$ cat src/rtl/lsu_mem_sequencer_if.sv
// Signal bundle between the execute stage, the load/store sequencer and the data memory.
// The slave modport is the sequencer's view; master is the surrounding environment's view.
interface lsu_mem_sequencer_if #(
    parameter int unsigned DATA_WIDTH = 32
);
    logic                    req_valid;
    logic                    req_ready;
    logic                    req_is_store;
    logic [2:0]              req_funct3;
    logic [DATA_WIDTH-1:0]   req_addr;
    logic [DATA_WIDTH-1:0]   req_wdata;
    logic [4:0]              req_rd;

    logic                    mem_req;
    logic                    mem_we;
    logic [DATA_WIDTH-1:0]   mem_addr;
    logic [DATA_WIDTH/8-1:0] mem_be;
    logic [DATA_WIDTH-1:0]   mem_wdata;
    logic                    mem_gnt;
    logic                    mem_rvalid;
    logic [DATA_WIDTH-1:0]   mem_rdata;

    logic                    resp_valid;
    logic [4:0]              resp_rd;
    logic [DATA_WIDTH-1:0]   resp_data;
    logic                    resp_err;
    logic                    busy;

    modport slave (
        input  req_valid, req_is_store, req_funct3, req_addr, req_wdata, req_rd,
        input  mem_gnt, mem_rvalid, mem_rdata,
        output req_ready,
        output mem_req, mem_we, mem_addr, mem_be, mem_wdata,
        output resp_valid, resp_rd, resp_data, resp_err, busy
    );

    modport master (
        output req_valid, req_is_store, req_funct3, req_addr, req_wdata, req_rd,
        output mem_gnt, mem_rvalid, mem_rdata,
        input  req_ready,
        input  mem_req, mem_we, mem_addr, mem_be, mem_wdata,
        input  resp_valid, resp_rd, resp_data, resp_err, busy
    );
endinterface

$ cat src/rtl/lsu_mem_sequencer.sv
// RV32I load/store sequencer: one request at a time over a req/gnt/rvalid memory port,
// with store lane replication, load extension and misalign/illegal/timeout error reporting.
module lsu_mem_sequencer #(
    parameter int unsigned DATA_WIDTH     = 32,
    parameter int unsigned TIMEOUT_CYCLES = 255
) (
    input  logic                clk,
    input  logic                rst,
    lsu_mem_sequencer_if.slave  bus
);

    typedef enum logic [1:0] {StIdle, StReq, StWaitR, StResp} state_e;

    localparam logic [15:0] TimeoutLast = 16'(TIMEOUT_CYCLES - 1);

    state_e                state_q, state_d;
    logic                  mem_req_q, mem_req_d;
    logic                  mem_we_q, mem_we_d;
    logic [DATA_WIDTH-1:0] mem_addr_q, mem_addr_d;
    logic [3:0]            mem_be_q, mem_be_d;
    logic [DATA_WIDTH-1:0] mem_wdata_q, mem_wdata_d;
    logic [4:0]            rd_q, rd_d;
    logic [2:0]            funct3_q, funct3_d;
    logic [1:0]            off_q, off_d;
    logic [DATA_WIDTH-1:0] data_q, data_d;
    logic                  err_q, err_d;
    logic [15:0]           cnt_q, cnt_d;

    logic [1:0]            req_off;
    logic                  funct3_illegal;
    logic                  addr_misaligned;
    logic [3:0]            st_be;
    logic [DATA_WIDTH-1:0] st_wdata;
    logic [DATA_WIDTH-1:0] rdata_shift;
    logic [DATA_WIDTH-1:0] load_ext;

    assign req_off = bus.req_addr[1:0];

    // Request decode: legality, alignment and store lane placement.
    always_comb begin
        if (bus.req_is_store) begin
            funct3_illegal = (bus.req_funct3 >= 3'b011);
        end else begin
            funct3_illegal = (bus.req_funct3 inside {3'b011, 3'b110, 3'b111});
        end

        case (bus.req_funct3[1:0])
            2'b01:   addr_misaligned = req_off[0];
            2'b10:   addr_misaligned = |req_off;
            default: addr_misaligned = 1'b0;
        endcase

        st_be    = 4'b1111;
        st_wdata = bus.req_wdata;
        case (bus.req_funct3[1:0])
            2'b00: begin
                st_be    = 4'b0001 << req_off;
                st_wdata = {4{bus.req_wdata[7:0]}};
            end
            2'b01: begin
                st_be    = 4'b0011 << req_off;
                st_wdata = {2{bus.req_wdata[15:0]}};
            end
            default: ;
        endcase
    end

    // Word loads are always aligned, so the shifted word doubles as the LW result.
    assign rdata_shift = bus.mem_rdata >> {off_q, 3'b000};

    always_comb begin
        case (funct3_q)
            3'b000:  load_ext = {{24{rdata_shift[7]}}, rdata_shift[7:0]};
            3'b001:  load_ext = {{16{rdata_shift[15]}}, rdata_shift[15:0]};
            3'b100:  load_ext = {24'd0, rdata_shift[7:0]};
            3'b101:  load_ext = {16'd0, rdata_shift[15:0]};
            default: load_ext = rdata_shift;
        endcase
    end

    always_comb begin
        state_d     = state_q;
        mem_req_d   = mem_req_q;
        mem_we_d    = mem_we_q;
        mem_addr_d  = mem_addr_q;
        mem_be_d    = mem_be_q;
        mem_wdata_d = mem_wdata_q;
        rd_d        = rd_q;
        funct3_d    = funct3_q;
        off_d       = off_q;
        data_d      = data_q;
        err_d       = err_q;
        cnt_d       = cnt_q;

        unique case (state_q)
            StIdle: begin
                if (bus.req_valid) begin
                    rd_d     = bus.req_is_store ? 5'd0 : bus.req_rd;
                    funct3_d = bus.req_funct3;
                    off_d    = req_off;
                    data_d   = '0;
                    if (funct3_illegal || addr_misaligned) begin
                        err_d   = 1'b1;
                        state_d = StResp;
                    end else begin
                        err_d       = 1'b0;
                        mem_req_d   = 1'b1;
                        mem_we_d    = bus.req_is_store;
                        mem_addr_d  = {bus.req_addr[DATA_WIDTH-1:2], 2'b00};
                        mem_be_d    = bus.req_is_store ? st_be : 4'b1111;
                        mem_wdata_d = bus.req_is_store ? st_wdata : '0;
                        state_d     = StReq;
                    end
                end
            end
            StReq: begin
                if (bus.mem_gnt) begin
                    mem_req_d = 1'b0;
                    cnt_d     = '0;
                    state_d   = mem_we_q ? StResp : StWaitR;
                end
            end
            StWaitR: begin
                // Data beats the timeout when both land in the same cycle.
                if (bus.mem_rvalid) begin
                    data_d  = load_ext;
                    state_d = StResp;
                end else if (cnt_q == TimeoutLast) begin
                    err_d   = 1'b1;
                    state_d = StResp;
                end else begin
                    cnt_d = cnt_q + 16'd1;
                end
            end
            StResp: begin
                state_d = StIdle;
            end
            default: state_d = StIdle;
        endcase
    end

    always_ff @(posedge clk) begin
        if (rst) begin
            state_q     <= StIdle;
            mem_req_q   <= 1'b0;
            mem_we_q    <= 1'b0;
            mem_addr_q  <= '0;
            mem_be_q    <= '0;
            mem_wdata_q <= '0;
            rd_q        <= '0;
            funct3_q    <= '0;
            off_q       <= '0;
            data_q      <= '0;
            err_q       <= 1'b0;
            cnt_q       <= '0;
        end else begin
            state_q     <= state_d;
            mem_req_q   <= mem_req_d;
            mem_we_q    <= mem_we_d;
            mem_addr_q  <= mem_addr_d;
            mem_be_q    <= mem_be_d;
            mem_wdata_q <= mem_wdata_d;
            rd_q        <= rd_d;
            funct3_q    <= funct3_d;
            off_q       <= off_d;
            data_q      <= data_d;
            err_q       <= err_d;
            cnt_q       <= cnt_d;
        end
    end

    assign bus.req_ready  = (state_q == StIdle) && !rst;
    assign bus.mem_req    = mem_req_q;
    assign bus.mem_we     = mem_we_q;
    assign bus.mem_addr   = mem_addr_q;
    assign bus.mem_be     = mem_be_q;
    assign bus.mem_wdata  = mem_wdata_q;
    assign bus.resp_valid = (state_q == StResp);
    assign bus.resp_rd    = (state_q == StResp) ? rd_q : 5'd0;
    assign bus.resp_data  = (state_q == StResp) ? data_q : '0;
    assign bus.resp_err   = (state_q == StResp) && err_q;
    assign bus.busy       = (state_q != StIdle);

endmodule

$ cat src/flat_wrapper.sv
// flat-port wrapper written by rule: the top's interface ports become plain ports
module lsu_mem_sequencer_flat 
#(
    parameter int unsigned DATA_WIDTH     = 32,
    parameter int unsigned TIMEOUT_CYCLES = 255
)
  (clk, rst, bus_req_valid, bus_req_is_store, bus_req_funct3, bus_req_addr, bus_req_wdata, bus_req_rd, bus_mem_gnt, bus_mem_rvalid, bus_mem_rdata, bus_req_ready, bus_mem_req, bus_mem_we, bus_mem_addr, bus_mem_be, bus_mem_wdata, bus_resp_valid, bus_resp_rd, bus_resp_data, bus_resp_err, bus_busy);
  lsu_mem_sequencer_if #(.DATA_WIDTH(DATA_WIDTH)) bus_i ();
  input  logic clk;
  input  logic rst;
  input wire logic [$bits(bus_i.req_valid)-1:0] bus_req_valid;
  input wire logic [$bits(bus_i.req_is_store)-1:0] bus_req_is_store;
  input wire logic [$bits(bus_i.req_funct3)-1:0] bus_req_funct3;
  input wire logic [$bits(bus_i.req_addr)-1:0] bus_req_addr;
  input wire logic [$bits(bus_i.req_wdata)-1:0] bus_req_wdata;
  input wire logic [$bits(bus_i.req_rd)-1:0] bus_req_rd;
  input wire logic [$bits(bus_i.mem_gnt)-1:0] bus_mem_gnt;
  input wire logic [$bits(bus_i.mem_rvalid)-1:0] bus_mem_rvalid;
  input wire logic [$bits(bus_i.mem_rdata)-1:0] bus_mem_rdata;
  output wire logic [$bits(bus_i.req_ready)-1:0] bus_req_ready;
  output wire logic [$bits(bus_i.mem_req)-1:0] bus_mem_req;
  output wire logic [$bits(bus_i.mem_we)-1:0] bus_mem_we;
  output wire logic [$bits(bus_i.mem_addr)-1:0] bus_mem_addr;
  output wire logic [$bits(bus_i.mem_be)-1:0] bus_mem_be;
  output wire logic [$bits(bus_i.mem_wdata)-1:0] bus_mem_wdata;
  output wire logic [$bits(bus_i.resp_valid)-1:0] bus_resp_valid;
  output wire logic [$bits(bus_i.resp_rd)-1:0] bus_resp_rd;
  output wire logic [$bits(bus_i.resp_data)-1:0] bus_resp_data;
  output wire logic [$bits(bus_i.resp_err)-1:0] bus_resp_err;
  output wire logic [$bits(bus_i.busy)-1:0] bus_busy;
  assign bus_i.req_valid = bus_req_valid;
  assign bus_i.req_is_store = bus_req_is_store;
  assign bus_i.req_funct3 = bus_req_funct3;
  assign bus_i.req_addr = bus_req_addr;
  assign bus_i.req_wdata = bus_req_wdata;
  assign bus_i.req_rd = bus_req_rd;
  assign bus_i.mem_gnt = bus_mem_gnt;
  assign bus_i.mem_rvalid = bus_mem_rvalid;
  assign bus_i.mem_rdata = bus_mem_rdata;
  assign bus_req_ready = bus_i.req_ready;
  assign bus_mem_req = bus_i.mem_req;
  assign bus_mem_we = bus_i.mem_we;
  assign bus_mem_addr = bus_i.mem_addr;
  assign bus_mem_be = bus_i.mem_be;
  assign bus_mem_wdata = bus_i.mem_wdata;
  assign bus_resp_valid = bus_i.resp_valid;
  assign bus_resp_rd = bus_i.resp_rd;
  assign bus_resp_data = bus_i.resp_data;
  assign bus_resp_err = bus_i.resp_err;
  assign bus_busy = bus_i.busy;
  lsu_mem_sequencer #(.DATA_WIDTH(DATA_WIDTH), .TIMEOUT_CYCLES(TIMEOUT_CYCLES)) u_core (.clk(clk), .rst(rst), .bus(bus_i));
endmodule
$ cat config.mk
export PLATFORM = sky130hd
export DESIGN_NAME = lsu_mem_sequencer_flat
export DESIGN_NICKNAME = d
export VERILOG_FILES = /design/src/rtl/lsu_mem_sequencer_if.sv /design/src/rtl/lsu_mem_sequencer.sv /design/src/flat_wrapper.sv
export SDC_FILE = /design/constraint.sdc
export NUM_CORES = 1
export LEC_CHECK = 0
export CORE_ASPECT_RATIO = 1.25
export CORE_MARGIN = 2
export CORE_UTILIZATION = 42
export DETAILED_ROUTE_END_ITERATION = 7
export GPL_TIMING_DRIVEN = 0
export PLACE_DENSITY_LB_ADDON = 0.1
export SKIP_LAST_GASP = 1
export SYNTH_ARGS = -nofsm -noshare
export SYNTH_HDL_FRONTEND = slang
export SYNTH_SLANG_ARGS = --single-unit
$ cat constraint.sdc
create_clock -name clk -period 2.2 [get_ports clk]
set_clock_uncertainty 0.1 [all_clocks]
set_input_delay 0.22 -clock clk [delete_from_list [all_inputs] [get_ports clk]]
set_output_delay 0.22 -clock clk [all_outputs]
set_load 0.005 [all_outputs]
==> flow_metrics.py, run 1 <==
metrics = {
    "placed_design": {
        "portBuffers": 217,
        "place_congestion": 0.833,
        "dp_hpwl_mm": 15.9,
        "dp_slack_ns": -1.02,
    },
    "logic_synthesis": {
        "yosysTopAreaCell": "dfxtp_1",
        "synth_ff_type": "dfxtp_1",
        "synth_edf_count": 0,
        "ys_types": 53,
        "yosysSeqAreaShare": 0.399,
        "synth_cells": 749,
        "async_reset_ff_frac": 0,
        "ys_warn_count": 0,
        "netlist_area_um2": 6470,
        "synth_top_cell_area_share": 0.399,
        "ys_ff_latch": 129,
        "syn_avg_cell_area_um2": 8.64,
        "synth_area_leaders": "dfxtp_1 (40%), a21oi_1 (6.9%), o21ai_0 (6.5%)",
    },
    "cells_and_area": {
        "nNetsFinal": 1114,
        "ff_latch_area_um2": 2590,
        "antennaDiodeCount": 0,
        "area_growth_pct": 50.7,
        "drive_above_1_share": 0.123,
        "multi_input_area_um2": 3650,
        "fillers": 1356,
        "fin_util": 0.650,
    },
    "clock_network": {
        "clk_path_buf_depth": 2,
        "cts.sink_count": 129,
        "clockRootBuffer": "clkbuf_16",
        "clock_latency_ns": 0.42,
        "cts_tree": "done",
        "clk_pin_slew_ns": 0.05,
        "postCtsHoldBufs": 0,
        "numCtsBuffers": 17,
        "htreeDepth": 4,
    },
    "pwr": {
        "vdd_drop_max_v": 0.000595,
        "leakagePower_uw": 0.00361,
        "p_per_area_nw_per_um2": 789,
    },
    "critical_path": {
        "crit_required_ns": 2.43,
        "cp_slowest_stage_delay_ns": 0.47,
        "critPathLaunch": "u_core.state_q[0]",
        "path_delay_family": "simple AND/OR/NAND/NOR gates",
        "worstPathCellList": "inv_2, ha_2, nor2b_2, or3_4, or4_4, buf_6, o21ai_0",
        "critical_path_buf_inv_count": 2,
        "reg2reg_from": "u_core.state_q[0]",
        "reg2regPathDepth": 7,
        "end_kind": "register",
        "r2r_end": "u_core.data_q[27]",
        "slowest_stage": "or4_4",
        "r2r_slack_ns": 0.06,
        "critPathMaxFanout": 10,
        "worstSetupPathType": "reg -> reg",
        "critPathLaunchType": "register",
        "arrival_ns": 2.36,
    },
    "floorplanning": {
        "die_area_um2": 16400,
        "dieWidth_um": 115,
        "core_area_um2": 15000,
        "start_util": 0.431,
        "ios": 221,
        "die_h_um": 143,
        "rows": 50,
    },
    "route": {
        "wl_per_cell_um": 18.2,
        "drtIter0Drc": 380,
        "drtPass1Iterations": 5,
        "viasPerCell": 5.62,
        "wirelength_mm": 21.7,
        "num_vias": 6681,
        "drc": 0,
        "ant_nets": 0,
    },
    "timing": {
        "fmax_mhz": 468,
        "finalCriticalPeriod_ns": 2.14,
        "fin_ws_ns": 0.0621,
        "rsz0062_at_grt": "yes",
        "slew_viol_final": 0,
        "timing.final.hold_violations": 0,
        "setup_tns_ns": 0,
        "setup_viol": 0,
        "tightestPinTransition_ns": 0.810,
        "slew_headroom": 0.455,
        "fin_crit_sh": 0.972,
    },
    "grt": {
        "overflow": 0,
        "antenna_found_initial": 0,
        "grt_pass1_wl_mm": 33.8,
        "grt_usage": 0.263,
        "grt_pass1_vias": 6492,
        "grt_max_degree": 17,
    },
    "min_path": {
        "hold_path.class": "in -> reg",
        "hp-start": "bus_req_funct3[1]",
        "hold_depth": 3,
        "hold_end": "u_core.funct3_q[1]",
    },
    "run_status": {
        "status": "finished, final reports clean",
    },
    "run": {
        "maxCapViolCount": 0,
    },
}
worst max path at each step:
stage,endpoint,cells past startpoint
5_1_grt,u_core.state_q[0],6
4_1_cts,bus_resp_rd[0],5
3_3_place_gp,u_core.bus.mem_addr[19],10
3_5_place_dp,u_core.bus.mem_wdata[10],8
6_report,u_core.data_q[27],7
2_1_floorplan,u_core.data_q[24],8
Yosys cell counts (2+ instances only):
cell type,instances
o21ai_0,84
a211oi_1,4
nor4_2,2
o2bb2ai_1,16
mux2i_1,23
dfxtp_1,129
o31ai_1,10
a22oi_1,32
nor2_1,15
nor2b_1,2
or2_2,3
o2111ai_1,9
nand3_1,40
nand4_1,20
a21oi_1,89
nand3b_1,6
buf_1,6
mux2_2,17
nand2_1,43
buf_2,6
and2_1,41
nor3_1,8
and3_1,5
or4_1,11
and4_1,3
ha_1,11
nand4bb_1,2
or3_1,6
buf_4,2
buf_6,2
o211ai_1,3
o21a_1,2
nand2b_1,7
o221ai_1,2
inv_1,7
and3b_1,2
mux4_2,9
clkbuf_1,55
layout by cell type, fill, tap and decap left out, drive strengths merged, types with 17 or more instances in the layout:
master,Yosys,routed
a21oi,89,89
a22oi,32,32
and2,41,41
buf,16,31
clkbuf,55,68
clkdlybuf4s50,0,196
dfxtp,129,129
dlymetal6s2s,0,18
mux2,17,17
mux2i,23,23
nand2,44,44
nand3,40,40
nand4,20,20
o21ai,84,84
cell type report:
type / count / share of cell area
plain buffers: 64 / 0.0344
flip-flops and latches: 129 / 0.265
clock inverters: 11 / 0.0135
well taps: 182 / 0.0233
clock buffers: 21 / 0.0472
repair buffers: 231 / 0.239
multi-input cells: 542 / 0.374
inverters: 8 / 0.00308
worst reg2reg max path: stages (launching register included):
cell and delay [ns]:
dfxtp_4 0.37, inv_2 0.07, ha_2 0.22, nor2b_2 0.19
or3_4 0.39, or4_4 0.48, buf_6 0.16, o21ai_0 0.08
repair_timing:
action / in CTS / in global routing
pin swaps: 6 / 4
endpoints found under the setup margin: 148 / 141
setup buffers: 11 / 3
endpoints found under the hold margin: 0 / 0
resized for setup: 49 / 33
stage by stage:
stage / instance area [um2] / power (uW) / std cells / hold slack, ns
4_1_cts: 9680 / 7720 / 1188 / 0.169
3_5_place_dp: 8880 / 4750 / 1149 / 0.345
5_1_grt: 9760 / 8070 / 1188 / 0.0915
3_3_place_gp: 8880 / 4740 / 1149 / 0.335
2_1_floorplan: 6480 / 3870 / 750 / 0.256
6_report: 9760 / 7700 / 1188 / 0.0653
logic make-up after synthesis:
family,Yosys count,synth area share
other cells,1,0.000579
flops,129,0.399
compound gates,254,0.233
fa+ha+maj,11,0.0213
simple gates,226,0.199
buf+inv,79,0.0504
mux,49,0.0964
registers in the layout (all words and copies together) (netlist names):
name and count:
u_core.err_q 1, u_core.bus.mem_wdata 32, u_core.cnt_q 16, u_core.bus.mem_be 4, u_core.bus.mem_we 1, u_core.data_q 32
u_core.bus.mem_addr 30, u_core.bus.mem_req 1, u_core.funct3_q 3, u_core.off_q 2, u_core.state_q 2, u_core.rd_q 5
where the power goes:
| group | switching (uW) | internal, uW |
|---|---|---|
| logic | 1190 | 1010 |
| clock network | 1090 | 1730 |
| registers | 133 | 2550 |
| total | 2410 | 5290 |
per-layer routing:
metal / part of all wire / track usage / up-vias
met2: 0.49 / 0.453 / 252
met1: 0.40 / 0.309 / 3114
met3: 0.081 / 0.0781 / 38
met4: 0.027 / 0.0919 / 0
met5: 0 / 0 / -
li1: - / - / 3277
No activity file was read; power rests on OpenSTA's default activity.
==> run 2, diff against run 1 <==
--- a/config.mk
+++ b/config.mk
@@ -11,6 +11,7 @@
 export DETAILED_ROUTE_END_ITERATION = 7
 export GPL_TIMING_DRIVEN = 0
 export PLACE_DENSITY_LB_ADDON = 0.1
+export SKIP_CTS_REPAIR_TIMING = 1
 export SKIP_LAST_GASP = 1
 export SYNTH_ARGS = -nofsm -noshare
 export SYNTH_HDL_FRONTEND = slang
==> run 2 against run 1 <==
  * Cell area rose by 1.3%
  * Combinational power up 5%
  * Register-to-register slack lost 0.02 ns
  * Core utilization is 0.88 points higher
  * Sequential cell count did not move
  * Maximum frequency shrank 1.9%
  * Worst setup slack got worse by 0.041 ns
  * Critical path depth shrank 2
  * Sequential power about the same
  * Die area stayed put
  * Global-route usage down 0.45 points
  * Highest routed layer unchanged
==> flow_metrics.py, run 2 (synthesis gave the netlist of run 1 again) <==
metrics = {
    "run_status": {
        "status": "finished, final reports clean",
    },
    "run": {
        "maxCapViolCount": 0,
    },
    "floorplanning": {
        "start_util": 0.431,
        "core_area_um2": 15000,
        "dieWidth_um": 115,
        "die_area_um2": 16400,
        "die_h_um": 143,
        "rows": 50,
        "ios": 221,
    },
    "timing": {
        "setup_viol": 0,
        "fin_crit_sh": 0.990,
        "slew_viol_final": 0,
        "slew_headroom": 0.464,
        "fmax_mhz": 459,
        "tightestPinTransition_ns": 0.797,
        "finalCriticalPeriod_ns": 2.18,
        "rsz0062_at_grt": "yes",
        "timing.final.hold_violations": 0,
    },
    "min_path": {
        "hold_path.class": "in -> reg",
    },
    "critical_path": {
        "critPathLaunchType": "register",
        "crit_required_ns": 1.88,
        "critPathMaxFanout": 5,
        "arrival_ns": 1.86,
        "end_kind": "output port",
        "slowest_stage": "clkdlybuf4s50_1",
        "critical_path_buf_inv_count": 3,
        "worstSetupPathType": "reg -> out",
        "worstPathCellList": "ha_4, buf_4, clkbuf_16, and2_1, clkdlybuf4s50_1",
        "cp_slowest_stage_delay_ns": 0.49,
        "path_delay_family": "buffers and inverters",
    },
    "clock_network": {
        "numCtsBuffers": 17,
        "clockRootBuffer": "clkbuf_16",
        "htreeDepth": 4,
        "cts.sink_count": 129,
        "cts_tree": "done",
        "clk_path_buf_depth": 2,
        "clock_latency_ns": 0.42,
        "clk_pin_slew_ns": 0.05,
    },
    "grt": {
        "overflow": 0,
        "grt_usage": 0.258,
        "grt_pass1_vias": 6373,
        "grt_pass1_wl_mm": 33.3,
        "grt_max_degree": 17,
        "antenna_found_initial": 0,
    },
    "pwr": {
        "p_per_area_nw_per_um2": 790,
        "power.total_uw": 7810,
        "leakagePower_uw": 0.00381,
        "vdd_drop_max_v": 0.000538,
    },
    "route": {
        "drtPass1Iterations": 6,
        "ant_nets": 0,
        "viasPerCell": 5.61,
        "wirelength_mm": 21.9,
        "drtIter0Drc": 448,
        "wl_per_cell_um": 18.3,
        "num_vias": 6706,
        "drc": 0,
    },
    "placed_design": {
        "place_congestion": 0.833,
        "dpl.cell_count": 1149,
        "dp_hpwl_mm": 15.9,
        "portBuffers": 217,
    },
    "cells_and_area": {
        "nNetsFinal": 1121,
        "drive_above_1_share": 0.130,
        "final_common_cell": "clkdlybuf4s50_1",
        "layout_common_cells": "clkdlybuf4s50_1 (191), dfxtp_1 (127), a21oi_1 (87)",
        "area_growth_pct": 52.7,
        "stdcell_count": 1195,
        "antennaDiodeCount": 0,
    },
}
==> run 2: changes by cell type in the layout (fill, tap and decap cells not counted), sizes merged <==
| cell | change |
|---|---|
| dlymetal6s2s | +9 |
| clkdlybuf4s50 | -5 |
| clkbuf | +4 |
| buf | +2 |
| dlygate4sd2 | -3 |
==> run 2: final timing paths <==
check | start | cells after the start | slack, ns | endpoint
max | u_core.state_q[1] | 5 | 0.02 | bus_resp_data[1]
min | bus_req_funct3[1] | 3 | 0.06 | u_core.funct3_q[1]
max reg2reg | u_core.state_q[1] | 7 | 0.04 | u_core.data_q[27]
min reg2reg | u_core.rd_q[2] | 2 | 0.35 | u_core.rd_q[2]
==> run 2: power breakdown <==
group	switching (uW)	leakage [uW]	internal, uW
Combinational	1220	0.00250	1080
Sequential	138	0.00105	2550
Clock	1100	0.000268	1730
Total	2450	0.00381	5360
==> run 2: tightest hold or removal path, stage by stage <==
cell and delay (ns):
dlymetal6s2s_1 0.18, nand2_1 0.08, a21oi_1 0.05
==> run 2: metal layers <==
| metal | routed length (um) | global-route usage |
|---|---|---|
| met5 | 0 | 0 |
| met4 | 662 | 0.0900 |
| met3 | 1710 | 0.0802 |
| met2 | 10600 | 0.441 |
| met1 | 8910 | 0.305 |
==> run 2: final cells by class <==
| cell class | instances | area [um2] |
|---|---|---|
| plain buffers | 66 | 344 |
| clock buffers | 21 | 460 |
| clock inverters | 11 | 131 |
| fillers | 1344 | 5130 |
| inverters | 8 | 32.5 |
| multi-input cells | 542 | 3680 |
| flip-flops and latches | 129 | 2590 |
| well taps | 182 | 228 |
| repair buffers | 236 | 2420 |
==> run 2: stage by stage <==
step / hold WS [ns] / setup TNS, ns / setup WS, ns / cell area [um2] / utilization
6_report: 0.0642 / 0 / 0.0213 / 9890 / 0.659
5_1_grt: 0.0739 / -0.162 / -0.0679 / 9890 / 0.659
4_1_cts: 0.246 / -42.77 / -0.675 / 9470 / 0.631
3_5_place_dp: 0.345 / -59.62 / -1.02 / 8880 / 0.591
3_3_place_gp: 0.335 / -55.50 / -0.964 / 8880 / 0.591
2_1_floorplan: 0.256 / 0 / 0.00758 / 6480 / -
==> run 3, diff against run 2 <==
--- a/config.mk
+++ b/config.mk
@@ -7,7 +7,8 @@
 export LEC_CHECK = 0
 export CORE_ASPECT_RATIO = 1.25
 export CORE_MARGIN = 2
-export CORE_UTILIZATION = 42
+export CORE_UTILIZATION = 30
+export CTS_CLUSTER_DIAMETER = 30
 export DETAILED_ROUTE_END_ITERATION = 7
 export GPL_TIMING_DRIVEN = 0
 export PLACE_DENSITY_LB_ADDON = 0.1
==> run 3 against run 2 <==
  * The flow now finishes with violations (negative setup slack)
  * Worst setup slack got worse by 0.078 ns
  * Clock power shrank 3%
  * Wire length rose by 7.3%
  * Total power shrank 1.8%
  * Clock-buffer cell count is 3 lower
  * Cell area about the same
  * Critical path type unchanged
  * Sequential share of layout area about the same
  * Maximum frequency is 3.4% lower
  * Register-to-register slack about the same
  * First-iteration DRC count is 30% lower
==> flow_metrics.py, run 3 (synthesis gave the netlist of run 1 again) <==
metrics = {
    "pwr": {
        "p_per_area_nw_per_um2": 777,
        "power_frac_comb": 0.292,
        "p_sw_frac": 0.327,
        "netSwitchingPower_uw": 2510,
        "power_frac_seq": 0.350,
        "intPower_uw": 5160,
        "clock_power_share": 0.358,
        "vdd_drop_max_v": 0.000585,
        "leakagePower_uw": 0.00367,
    },
    "timing": {
        "fin_ws_ns": -0.0566,
        "finalCriticalPeriod_ns": 2.26,
        "rsz0062_at_grt": "yes",
        "slew_viol_final": 0,
        "timing.final.hold_violations": 0,
        "setup_viol": 1,
        "fin_crit_sh": 1.03,
        "tightestPinTransition_ns": 0.781,
        "fmax_mhz": 443,
        "slew_headroom": 0.477,
        "holdWs_ns": 0.0669,
    },
    "placed_design": {
        "place_congestion": 0.826,
        "portBuffers": 217,
        "dpl.cell_count": 1246,
        "dp_slack_ns": -1.04,
        "dp_hpwl_mm": 17.7,
        "dpl-instance-area_um2": 9000,
    },
    "cells_and_area": {
        "nNetsFinal": 1114,
        "final_common_cell": "clkdlybuf4s50_1",
        "stdcell_count": 1285,
        "antennaDiodeCount": 0,
        "drive_above_1_share": 0.128,
        "layout_common_cells": "clkdlybuf4s50_1 (195), dfxtp_1 (127), a21oi_1 (88)",
        "area_growth_pct": 52.6,
        "fin_util": 0.463,
        "finalInstanceArea_um2": 9880,
    },
    "floorplanning": {
        "die_h_um": 168,
        "rows": 60,
        "core_area_um2": 21300,
        "ios": 221,
        "start_util": 0.304,
        "dieWidth_um": 135,
        "die_area_um2": 22800,
    },
    "clock_network": {
        "clk_path_buf_depth": 2,
        "clockRootBuffer": "clkbuf_16",
        "htreeDepth": 4,
        "numCtsBuffers": 17,
        "clock_latency_ns": 0.42,
        "cts.sink_count": 129,
        "clk_pin_slew_ns": 0.06,
        "cts_tree": "done",
    },
    "run_status": {
        "failed_checks": "negative setup slack",
        "status": "finished with violations",
    },
    "grt": {
        "grt_max_degree": 17,
        "grt_pass1_wl_mm": 36.1,
        "antenna_found_initial": 0,
        "grt_usage": 0.202,
        "grt_pass1_vias": 6610,
        "overflow": 0,
    },
    "route": {
        "drtPass1Iterations": 5,
        "viasPerCell": 5.15,
        "wirelength_mm": 23.5,
        "drc": 0,
        "wl_met3_mm": 1.76,
        "drtIter0Drc": 313,
        "num_vias": 6614,
        "wl_met2_mm": 11.7,
        "dr.max_layer_used": "met4",
        "ant_nets": 0,
        "wl_per_cell_um": 18.3,
        "wl_met1_mm": 9.73,
    },
    "critical_path": {
        "worstSetupPathType": "reg -> out",
        "reg2reg_from": "u_core.state_q[1]",
        "critPathLaunchType": "register",
        "r2r_slack_ns": 0.05,
        "r2r_end": "u_core.data_q[30]",
        "arrival_ns": 1.94,
        "end_kind": "output port",
        "reg2regPathDepth": 7,
        "critPathMaxFanout": 10,
        "crit_required_ns": 1.88,
    },
    "min_path": {
        "hp-start": "bus_req_funct3[0]",
        "hold_path.class": "in -> reg",
        "hold_depth": 3,
        "hold_end": "u_core.funct3_q[0]",
    },
    "run": {
        "maxCapViolCount": 0,
    },
}
-- run 3: cell count changes in the layout (fill, tap and decap cells not counted), moves of 3 or more --
| cell | change |
|---|---|
| clkdlybuf4s50_1 | +4 |
| clkinv_2 | +3 |
| buf_4 | -4 |
| buf_2 | +4 |
| dlymetal6s2s_1 | -5 |
| clkinvlp_4 | -3 |
| clkbuf_4 | -5 |
-- run 3: through the flow --
step	setup TNS, ns	total power, uW
2_1_floorplan	0	3870
3_3_place_gp	-64.88	4810
3_5_place_dp	-66.58	4820
4_1_cts	-51.14	7590
5_1_grt	-0.164	8090
6_report	-0.0566	7670
-- run 3: metal layers --
metal  track usage  up-vias
li1              -     3274
met1         0.239     3121
met2         0.349      199
met3        0.0656       20
met4        0.0566        0
met5             0        -
-- run 3: power groups by stage --
| stage | registers (uW) | clock network [uW] | logic (uW) |
|---|---|---|---|
| floorplan | 2690 | 0 | 1180 |
| global placement | 2710 | 0 | 2100 |
| detailed placement | 2710 | 0 | 2100 |
| CTS | 2660 | 2810 | 2120 |
| global route | 2710 | 2940 | 2450 |
| finish | 2680 | 2750 | 2240 |
-- run 3: cell type report --
cell class | instances | area, um2
Buffer | 65 | 328
Clock buffer | 18 | 439
Clock inverter | 14 | 131
Fill cell | 2181 | 11400
Inverter | 8 | 30.0
Multi-Input combinational cell | 542 | 3690
Sequential cell | 129 | 2590
Tap cell | 279 | 349
Timing Repair Buffer | 230 | 2320
-- run 3: critical path, cell delays in order, from the launching register on --
cell             delay (ns)
dfxtp_4                0.40
ha_4                   0.21
buf_6                  0.14
buf_8                  0.12
and2_1                 0.14
clkdlybuf4s50_1        0.50
-- run 3: worst max path at each step --
stage                                 start  cells after the start                       to
after floorplan           u_core.state_q[0]                      8        u_core.data_q[24]
after global placement    bus_req_funct3[0]                     10  u_core.bus.mem_addr[28]
after detailed placement  bus_req_funct3[0]                     10  u_core.bus.mem_addr[28]
after CTS                 u_core.state_q[1]                      5           bus_resp_rd[0]
after global routing      u_core.state_q[1]                      5           bus_resp_rd[0]
final                     u_core.state_q[1]                      5           bus_resp_rd[0]
